File: config.mk
export PLATFORM = sky130hd
export DESIGN_NAME = fab_clk_reset_seq
export DESIGN_NICKNAME = d
export VERILOG_FILES = /design/src/rtl/fab_clk_pkg.sv /design/src/rtl/fab_clk_reset_seq_sync.sv /design/src/rtl/fab_clk_reset_seq.sv
export SDC_FILE = /design/constraint.sdc
export NUM_CORES = 1
export LEC_CHECK = 0
export CAP_MARGIN = 0
export CORE_MARGIN = 3
export CORE_UTILIZATION = 30
export DETAILED_ROUTE_END_ITERATION = 6
export GPL_TIMING_DRIVEN = 0
export PLACE_DENSITY_LB_ADDON = 0.1
export SYNTH_ARGS = -nofsm -noshare
export SYNTH_HDL_FRONTEND = slang
export SYNTH_SLANG_ARGS = --single-unit
File: constraint.sdc
create_clock -name FAB_CLK -period 2 [get_ports FAB_CLK]
set_input_delay 0.4 -clock FAB_CLK [delete_from_list [all_inputs] [get_ports FAB_CLK]]
set_output_delay 0.4 -clock FAB_CLK [all_outputs]
set_load 0.05 [all_outputs]
File: src/rtl/fab_clk_pkg.sv
// Shared types and constants for the fabric clock/reset sequencer.
package fab_clk_pkg;

  typedef enum logic [1:0] {
    WAIT_LOCK = 2'd0,
    STABILIZE = 2'd1,
    RUN       = 2'd2,
    SWRST     = 2'd3
  } state_t;

  localparam logic [7:0] LOSS_CNT_MAX = 8'd255;

endpackage

File: src/rtl/fab_clk_reset_seq_sync.sv
// 1-bit two-flop synchroniser with synchronous active-high reset.
module sync_2ff (
  input  logic clk,
  input  logic rst,
  input  logic d,
  output logic q
);

  logic meta;

  always_ff @(posedge clk) begin
    if (rst) begin
      meta <= 1'b0;
      q    <= 1'b0;
    end else begin
      meta <= d;
      q    <= meta;
    end
  end

endmodule

File: src/rtl/fab_clk_reset_seq.sv
// Holds fabric logic in reset until FAB_CLK is lock-qualified, then issues a
// periodic timebase tick, counts lock-loss events and serves software resets.
module fab_clk_reset_seq
  import fab_clk_pkg::*;
#(
  parameter int STABLE_CYCLES = 1024,
  parameter int LOSS_FILTER   = 4,
  parameter int HOLD_CYCLES   = 16,
  parameter int TICK_DIV      = 100,
  parameter int CNT_W         = 16
) (
  input  logic       FAB_CLK,
  input  logic       FAB_RESET,
  input  logic       FAB_LOCK,
  input  logic       LOCK_BYPASS,
  input  logic       SW_RESET_REQ,
  output logic       SYS_RESET,
  output logic       SYS_READY,
  output logic       TICK,
  output logic [7:0] LOCK_LOSS_CNT,
  output logic [1:0] STATE
);

  localparam int FILT_W  = $clog2(LOSS_FILTER + 1);
  localparam int PRESC_W = $clog2(TICK_DIV);

  localparam logic [CNT_W-1:0]   STABLE_LAST = CNT_W'(STABLE_CYCLES - 1);
  localparam logic [CNT_W-1:0]   HOLD_LAST   = CNT_W'(HOLD_CYCLES - 1);
  localparam logic [FILT_W-1:0]  FILT_LAST   = FILT_W'(LOSS_FILTER - 1);
  localparam logic [PRESC_W-1:0] PRESC_LAST  = PRESC_W'(TICK_DIV - 1);

  state_t             state, next_state;
  logic [CNT_W-1:0]   cnt, cnt_next;
  logic [FILT_W-1:0]  filt, filt_next;
  logic [PRESC_W-1:0] presc, presc_next;
  logic               lock_sync, lock_q, loss, tick_next, stay_run;
  logic               sys_reset, sys_ready, tick;
  logic [7:0]         loss_cnt;

  sync_2ff u_lock_sync (
    .clk (FAB_CLK),
    .rst (FAB_RESET),
    .d   (FAB_LOCK),
    .q   (lock_sync)
  );

  assign lock_q = LOCK_BYPASS | lock_sync;

  always_comb begin
    next_state = state;
    cnt_next   = cnt;
    filt_next  = '0;
    loss       = 1'b0;
    case (state)
      WAIT_LOCK: begin
        if (lock_q) begin
          next_state = STABILIZE;
          cnt_next   = '0;
        end
      end
      STABILIZE: begin
        if (!lock_q) begin
          next_state = WAIT_LOCK;
          cnt_next   = '0;
        end else if (cnt == STABLE_LAST) begin
          next_state = RUN;
          cnt_next   = '0;
        end else begin
          cnt_next = cnt + CNT_W'(1);
        end
      end
      RUN: begin
        if (!lock_q) begin
          if (filt == FILT_LAST) begin
            loss       = 1'b1;
            next_state = WAIT_LOCK;
          end else begin
            filt_next = filt + FILT_W'(1);
          end
        end
        // A lock loss in the same cycle swallows the software request.
        if (!loss && SW_RESET_REQ) begin
          next_state = SWRST;
          cnt_next   = '0;
        end
      end
      SWRST: begin
        if (cnt == HOLD_LAST) begin
          next_state = lock_q ? RUN : WAIT_LOCK;
          cnt_next   = '0;
        end else begin
          cnt_next = cnt + CNT_W'(1);
        end
      end
      default: begin
        next_state = WAIT_LOCK;
        cnt_next   = '0;
      end
    endcase
  end

  // Prescaler and filter only advance while RUN persists across the edge.
  assign stay_run = (state == RUN) && (next_state == RUN);

  always_comb begin
    presc_next = '0;
    tick_next  = 1'b0;
    if (stay_run) begin
      presc_next = (presc == PRESC_LAST) ? '0 : presc + PRESC_W'(1);
      tick_next  = (presc == PRESC_LAST);
    end
  end

  always_ff @(posedge FAB_CLK) begin
    if (FAB_RESET) begin
      state     <= WAIT_LOCK;
      cnt       <= '0;
      filt      <= '0;
      presc     <= '0;
      sys_reset <= 1'b1;
      sys_ready <= 1'b0;
      tick      <= 1'b0;
      loss_cnt  <= '0;
    end else begin
      state     <= next_state;
      cnt       <= cnt_next;
      filt      <= stay_run ? filt_next : '0;
      presc     <= presc_next;
      sys_reset <= (next_state != RUN);
      sys_ready <= (next_state == RUN);
      tick      <= tick_next;
      if (loss && (loss_cnt != LOSS_CNT_MAX)) begin
        loss_cnt <= loss_cnt + 8'd1;
      end
    end
  end

  assign SYS_RESET     = sys_reset;
  assign SYS_READY     = sys_ready;
  assign TICK          = tick;
  assign LOCK_LOSS_CNT = loss_cnt;
  assign STATE         = state;

endmodule

* After elaboration in Yosys (flattened, before gate mapping)
Index checks and enable logic that the tools add are counted.
Storage, ports and cells: bits in registers 41, latch bits 0, memory bits (writable) 0, bits in read-only memories 0, output and inout bits 13, word-level logic and storage cells 57, memories 0
Cells by class: add/sub/neg operators 4, $mul 0, divide/modulo/power cells 0, $lt $le $gt $ge 0, eq/ne operators 12, shift operators 0, mux-type cells 19, bitwise gates (word level) 3, reduce and logical (&&, ||, !) cells 9
Operators with widths (number):
- $mux W16 | 5
- $pmux W16 S4 | 1
- $add A16 B1 Y16 const B | 1
- $eq A16 B10 Y1 const B | 1
- $eq A16 B4 Y1 const B | 1
- $mux W2 | 8
- $add A8 B1 Y8 const B | 1
- $ne A8 B8 Y1 const B | 1
- $pmux W2 S4 | 1
- $add A7 B1 Y7 const B | 1
- $eq A7 B7 Y1 const B | 1
- $eq A2 B2 Y1 const B | 3
- $ne A2 B2 Y1 const B | 3
- $reduce_or A5 Y1 | 1
- $mux W1 | 4
- $add A3 B1 Y3 const B | 1
- $eq A3 B2 Y1 const B | 1
- $logic_and A1 B1 Y1 | 3
- $reduce_or A3 Y1 | 1
- $eq A2 B1 Y1 const B | 1
- $logic_not A2 Y1 | 1
- $not A1 Y1 | 2
- $reduce_and A2 Y1 | 1
- $reduce_or A2 Y1 | 1
- 2 further kinds | 2

* Longest topological paths before layout
Gate-level depths: netlist of run 1.
depth in word-level cells 12, gate-level depth with buffers 8, mapped depth without buffers 7

* By module
Synthesis of run 1 repeated with hierarchy kept, for this count alone.
Unflattened totals: cells, all modules 219, area total of the unflattened synthesis 1911.8 um^2
Modules (own cells, without submodules):
- fab_clk_reset_seq | instances 1, cells each 215, area each 1859.3 um^2
- sync_2ff | instances 1, cells each 4, area each 52.6 um^2

* Worst setup path before layout of run 1
Ideal clock, no wire load.
kind reg-to-reg, start point register state[1] (netlist: STATE[1]), end point register cnt[0], setup time 117 ps, arrival 2007 ps, required time 1883 ps, slack -125 ps, stages on the path, launching flop included 8, clock period less this slack 2125 ps, cell sequence dfxtp_1 buf_2 nand2b_1 a21oi_1 nor2_1 o31ai_4 buf_2 nor2_1
On the way: cells in the longest elaborated chain, start to end 3
RTL lines:
- start, declared | RTL line fab_clk_reset_seq.sv:32 | state_t state, next_state;
- start signal, assigned | RTL line fab_clk_reset_seq.sv:125 | state <= next_state;
- $eq A2 B2 Y1 / $logic_not A2 Y1 (equally long branches) | RTL line fab_clk_reset_seq.sv:54 | case (state)
- $ne A2 B2 Y1 (no source line)
- $reduce_and A2 Y1 (no source line)
- end signal, assigned | RTL line fab_clk_reset_seq.sv:126 | cnt <= cnt_next;
- end, declared | RTL line fab_clk_reset_seq.sv:33 | logic [CNT_W-1:0] cnt, cnt_next;
Parallel ways exist; a longest one is shown, timed or not. A chain may end at the register's enable or synchronous reset.

* Final worst setup path of run 1
start point register filt[0], end point register loss_cnt[6] (netlist: LOCK_LOSS_CNT[6])
On the way: cells in the longest elaborated chain, start to end 6
RTL lines:
- start, declared | RTL line fab_clk_reset_seq.sv:34 | logic [FILT_W-1:0] filt, filt_next;
- start signal, assigned | RTL line fab_clk_reset_seq.sv:127 | filt <= stay_run ? filt_next : '0;
- $eq A3 B2 Y1 | RTL line fab_clk_reset_seq.sv:74 | if (filt == FILT_LAST) begin
- $mux W1 | RTL line fab_clk_reset_seq.sv:74
- $mux W1 | RTL line fab_clk_reset_seq.sv:73 | if (!lock_q) begin
- $mux W1 (2 in a row) | RTL line fab_clk_reset_seq.sv:54
- $logic_and A1 B1 Y1 | RTL line fab_clk_reset_seq.sv:132 | if (loss && (loss_cnt != LOSS_CNT_MAX)) begin
- end signal, assigned | RTL line fab_clk_reset_seq.sv:133 | loss_cnt <= loss_cnt + 8'd1;
- end, declared | RTL line fab_clk_reset_seq.sv:38 | logic [7:0] loss_cnt;
No other way between the ends. The select of a mux whose other input is x is not followed.

==> results of run 1 <==
## final cells by class
class / instances / area, um2 / share of cell area [%]
Clock buffer: 5 / 68.8 / 2.64
Sequential cell: 41 / 828 / 31.8
Timing Repair Buffer: 33 / 304 / 11.7
Buffer: 8 / 51.3 / 1.97
Multi-Input combinational cell: 169 / 1200 / 46.2
Tap cell: 75 / 93.8 / 3.60
Clock inverter: 2 / 35.0 / 1.34
Inverter: 6 / 22.5 / 0.864
## critical path, stage by stage, from the launching register on
cell and delay (ps):
dfxtp_2 350, ha_4 130, ha_4 130, or3b_4 400
a311oi_4 330, buf_4 190, nand4_1 100, xor2_1 150
nor2_1 50
## sequential cells by signal, summed over array words and instances, names as in the netlist
register          count
STATE                 2
u_lock_sync.q         1
filt                  3
u_lock_sync.meta      1
presc                 7
SYS_READY             1
SYS_RESET             1
LOCK_LOSS_CNT         8
cnt                  16
TICK                  1
## power breakdown
part	total, mW	internal (mW)	switching [mW]
Clock	0.648	0.363	0.285
Combinational	0.124	0.0487	0.0753
Sequential	0.829	0.822	0.00683
## routing by layer
metal	vias up	GRT usage, %
li1	871	-
met1	777	19.0
met2	24	18.2
met3	2	2.65
met4	0	5.95
met5	-	0
## synthesized netlist by cell type (all sizes together), types with 2 or more instances
library cell,n
nand3,9
and2,4
and3,13
nand2b,4
buf,3
nor4,6
nor3,10
nand2,12
nor2b,5
xnor2,4
xor2,19
a21o,2
clkbuf,5
and4,4
o211ai,3
o2111ai,6
nand4,5
o21ai,9
nor2,30
ha,5
dfxtp,41
inv,6
a21oi,6
## cells by family after synthesis
logic type / count (synthesis) / share of synthesized area (%)
AOI/OAI and AO/OA: 33 / 12.8
xor gates and xnor gates: 23 / 10.2
adders and majority gates: 5 / 3.17
buffers and inverters: 14 / 2.92
DFF: 41 / 41.7
muxes: 1 / 0.508
and+or+nand+nor: 106 / 28.7
## how the worst max path moves through the flow
stage / slack (ps) / endpoint / cells past startpoint
after floorplan: 8 / LOCK_LOSS_CNT[7] / 7
after global placement: -490 / cnt[2] / 7
after detailed placement: -450 / cnt[13] / 7
after CTS: -60 / LOCK_LOSS_CNT[4] / 8
after global routing: -80 / LOCK_LOSS_CNT[6] / 8
final: 40 / LOCK_LOSS_CNT[6] / 8
## layout by cell type, fill, tap and decap left out, types with 3 or more instances in the layout
cell / n
dfxtp_1: 35
nor2_1: 28
xor2_1: 19
buf_4: 15
clkdlybuf4s50_1: 13
and3_1: 12
nand2_1: 10
nor3_1: 9
o21ai_0: 8
dfxtp_2: 6
inv_1: 6
nand3_1: 6
o2111ai_1: 6
nor2b_1: 5
nor4_1: 5
nand4_1: 5
clkbuf_8: 5
nand2b_1: 4
and4_1: 4
and2_1: 4
a21oi_1: 4
xnor2_1: 4
nand3_2: 3
buf_6: 3
o211ai_1: 3
dlymetal6s2s_1: 3
## per-stage QoR
step / setup WS [ps] / setup TNS, ps / cell area, um2 / total power [mW]
6_report: 41.2 / 0 / 2610 / 1.60
3_5_place_dp: -452 / -10580 / 2240 / 0.938
2_1_floorplan: 7.85 / 0 / 1980 / 0.902
5_1_grt: -82.5 / -367 / 2610 / 1.68
3_3_place_gp: -491 / -11120 / 2240 / 0.940
4_1_cts: -64.6 / -153 / 2450 / 1.60
## what timing repair did
action / in CTS / in global routing
setup buffers: 6 / 9
pin swaps: 8 / 9
hold buffers: 0 / 0
setup endpoints to repair: 36 / 38
resized for setup: 17 / 26
hold endpoints to repair: 0 / 0
gates cloned: 0 / 2
==> flow_metrics.env, run 1 <==
export IMPL_clock_latency_ps=290
export IMPL_cts_root_buf="clkbuf_8"
export IMPL_via_count=1674
export IMPL_drt_initial_drc_count=118
export IMPL_grt_ovfl_total=0
export IMPL_ant_nets=0
export IMPL_max_cap_violations=0
export IMPL_num_rows=28
export IMPL_drcViolationCount=0
export IMPL_syn_area_per_cell_um2=8.84
export IMPL_hold_class="reg -> reg"
export IMPL_cp_startpoint="filt[0]"
export IMPL_synth_top_area_cell="dfxtp_1"
export IMPL_status="finished, final reports clean"
export IMPL_ir_drop_mv=0.240
export IMPL_min_from="u_lock_sync.meta"
export IMPL_utilization_pct=42.5
export IMPL_hold_viol=0
export IMPL_start_kind="register"
export IMPL_port_buffers=17
export IMPL_rr_worst_depth=8
export IMPL_max_slew_margin_pct=66.3
export IMPL_yosysUniqueCellTypes=38
export IMPL_clk_pin_slew_ps=80
export IMPL_grt_first_pass_wirelength_um=7770
export IMPL_wl_met3_um=161
export IMPL_hpwlAfterDp_um=3130
export IMPL_start_util_pct=32.1
export IMPL_synth_seq_area_share_pct=41.7
export IMPL_whs_endpoint="u_lock_sync.q"
export IMPL_yosysWarnings=0
export IMPL_slew_violations=0
export IMPL_synth_edff_count=0
export IMPL_finalNonFillerCells=339
export IMPL_synth_ff_type="dfxtp_1"
export IMPL_netlist_instances=223
export IMPL_die_width_um=87.1
export IMPL_fillers=624
export IMPL_htreeDepth=2
export IMPL_critPathKind="reg -> reg"
export IMPL_cts_buffers=5
export IMPL_finalSetupViolations=0
export IMPL_dp_cells=315
export IMPL_drive_gt1_share_pct=22.0
export IMPL_rrSetupSlack_ps=40
export IMPL_async_reset_ff_share_pct=0
export IMPL_reg2reg_from="filt[0]"
export IMPL_area_growth_pct=32.3
export IMPL_clkSinkCount=41
export IMPL_fin_skew_ps=5.89
export IMPL_max_freq_mhz=511
export IMPL_crit_path_end_kind="register"
export IMPL_die_y_um=87.1
export IMPL_top_layer_used="met4"
export IMPL_critPathRequiredTime_ps=2170
export IMPL_dr_wl_met2_um=1980
export IMPL_dr_pass1_iters=4
export IMPL_min_period_ps=1960
export IMPL_crit_fanout=4
export IMPL_clock_path_buffers=2
export IMPL_post_route_period_util_pct=97.9
export IMPL_power_leakage_nw=1.01
export IMPL_core_area_mm2=0.00613
export IMPL_syn_area_mm2=0.00197
export IMPL_yosys_top_cells_area="dfxtp_1 42%, xor2_1 8.4%, nor2_1 5.7%, and3_1 4.1%, ha_1 3.2%"
export IMPL_track_usage_pct=13.0
export IMPL_routedWlPerCell_um=14.1
export IMPL_grt_pass1_vias=1590
export IMPL_rsz0062_at_grt="true"
export IMPL_whs_ps=442
export IMPL_fin_nets=274
export IMPL_grt_antenna_before_repair=0
export IMPL_synth_top_area_share_pct=41.7
export IMPL_antenna_cells=0
export IMPL_hold_path_cell_count=1
export IMPL_cts_tree="done"
export IMPL_crit_arrival_ps=2130
export IMPL_r2r_end="LOCK_LOSS_CNT[6]"
export IMPL_wl_met1_um=2610
export IMPL_fp_dieArea_mm2=0.00758
export IMPL_max_slew_worst_pin_slew_ps=505
export IMPL_grt_max_degree=13
export IMPL_yosys_register_bits=41
export IMPL_ios=18
export IMPL_vias_per_cell=4.94
export IMPL_power_density_mw_per_mm2=614
export IMPL_syn_nets=233
export IMPL_wl_um=4790
export IMPL_routabilityCongestion=0.801
Power figures use the tool's default switching activity.
==> run 2, diff against run 1 <==
Settings changed: CORE_MARGIN 3 to 5.
==> flow_metrics.env, run 2 (synthesized netlist as in run 1, its figures left out) <==
export IMPL_status="finished, final reports clean"
export IMPL_fp_dieArea_mm2=0.00829
export IMPL_fin_skew_ps=4.21
export IMPL_track_usage_pct=12.2
export IMPL_grt_antenna_before_repair=0
export IMPL_fillers=639
export IMPL_slew_violations=0
export IMPL_crit_arrival_ps=2160
export IMPL_fin_nets=272
export IMPL_antenna_cells=0
export IMPL_crit_path_end_kind="register"
export IMPL_num_rows=29
export IMPL_core_area_mm2=0.00639
export IMPL_start_util_pct=30.9
export IMPL_wl_um=4760
export IMPL_grt_max_degree=13
export IMPL_clkSinkCount=41
export IMPL_pre_cts_slack_ps=-490
export IMPL_htreeDepth=2
export IMPL_area_growth_pct=31.2
export IMPL_hold_viol=0
export IMPL_timing_final_ws_setup_ps=23.0
export IMPL_fin_area_mm2=0.00258
export IMPL_die_width_um=91.1
export IMPL_cts_buffers=5
export IMPL_die_y_um=91.1
export IMPL_hpwlAfterDp_um=3210
export IMPL_start_kind="register"
export IMPL_layout_common_cells="35 x dfxtp_1, 29 x nor2_1, 19 x xor2_1"
export IMPL_ios=18
export IMPL_routabilityCongestion=0.756
export IMPL_critPathRequiredTime_ps=2190
export IMPL_dr_pass1_iters=4
export IMPL_clock_latency_ps=290
export IMPL_critPathKind="reg -> reg"
export IMPL_grt_ovfl_total=0
export IMPL_vias_per_cell=5.01
export IMPL_p_sw_share_pct=23.0
export IMPL_top_register="cnt"
export IMPL_grt_pass1_vias=1690
export IMPL_min_period_ps=1980
export IMPL_final_common_cell="dfxtp_1"
export IMPL_crit_fanout=5
export IMPL_power_leakage_nw=0.997
export IMPL_p_seq_share_pct=51.9
export IMPL_grt_first_pass_wirelength_um=8400
export IMPL_hold_class="reg -> reg"
export IMPL_via_count=1698
export IMPL_port_buffers=17
export IMPL_p_switching_mw=0.368
export IMPL_drive_gt1_share_pct=21.0
export IMPL_cts_tree="done"
export IMPL_rsz0062_at_grt="true"
export IMPL_intPower_mw=1.23
export IMPL_clock_path_buffers=2
export IMPL_max_slew_margin_pct=66.4
export IMPL_combPwrFrac_pct=7.4
export IMPL_ir_drop_mv=0.483
export IMPL_finalSetupViolations=0
export IMPL_finalNonFillerCells=339
export IMPL_routedWlPerCell_um=14.0
export IMPL_placed_area_mm2=0.00224
export IMPL_max_slew_worst_pin_slew_ps=503
export IMPL_clk_pin_slew_ps=80
export IMPL_power_density_mw_per_mm2=618
export IMPL_clock_power_share_pct=40.7
export IMPL_max_freq_mhz=506
export IMPL_dp_cells=317
export IMPL_post_route_period_util_pct=98.9
export IMPL_hold_path_cell_count=1
export IMPL_rr_worst_depth=8
export IMPL_cts_root_buf="clkbuf_8"
export IMPL_largest_reg_flops=16
export IMPL_ant_nets=0
export IMPL_max_cap_violations=0
export IMPL_setup_tns_ps=0
export IMPL_drcViolationCount=0
export IMPL_drt_initial_drc_count=64
## run 2: power groups by stage
stage          registers [mW]  clock network [mW]  logic (mW)
2_1_floorplan           0.852                   0      0.0501
3_3_place_gp            0.847                   0      0.0928
3_5_place_dp            0.847                   0      0.0920
4_1_cts                 0.828               0.673       0.106
5_1_grt                 0.830               0.720       0.128
6_report                0.828               0.650       0.119
## run 2: path summary, 6_finish.rpt
| check | startpoint | to | slack (ps) |
|---|---|---|---|
| setup / recovery | filt[0] | SYS_RESET | 20 |
| hold / removal | u_lock_sync.meta | u_lock_sync.q | 460 |
| setup reg to reg | filt[0] | SYS_RESET | 20 |
| hold reg to reg | u_lock_sync.meta | u_lock_sync.q | 460 |
## run 2: critical path, cell delays in order, from the launching register on
cell	delay (ps)
dfxtp_2	350
ha_4	140
ha_4	140
or3b_4	400
buf_4	150
nand2_1	50
a21o_1	220
nand3_4	130
or2_2	290
## run 2: what timing repair did
action	CTS	global route
pin swaps	5	6
gates cloned	1	1
hold buffers	0	0
setup endpoints to repair	37	34
buffers inserted	7	6
gates resized for setup	22	19
## run 2: layout make-up
type,count,area (um2),area share (%)
buffer,8,52.6,2.03
clock buffer,5,68.8,2.66
clock inverter,2,35.0,1.36
inverter,6,22.5,0.871
multi-input combinational,169,1190,46.0
sequential,41,828,32.0
tap,77,96.3,3.73
timing repair buffer,31,293,11.3
## run 2: per-layer routing
metal,vias to the layer above,global-route usage (%),part of all wire [%]
li1,874,-,-
met1,785,16.4,48
met3,12,3.47,3.6
met4,0,4.52,2.2
met2,27,18.6,46
met5,-,0,0
## run 2: through the flow
| step | total power [mW] | util, % | hold WS [ps] |
|---|---|---|---|
| floorplan | 0.902 | - | 414 |
| global route | 1.68 | 40.5 | 477 |
| detailed placement | 0.939 | 35.1 | 450 |
| global placement | 0.940 | 35.1 | 452 |
| finish | 1.60 | 40.5 | 455 |
| CTS | 1.61 | 38.8 | 467 |
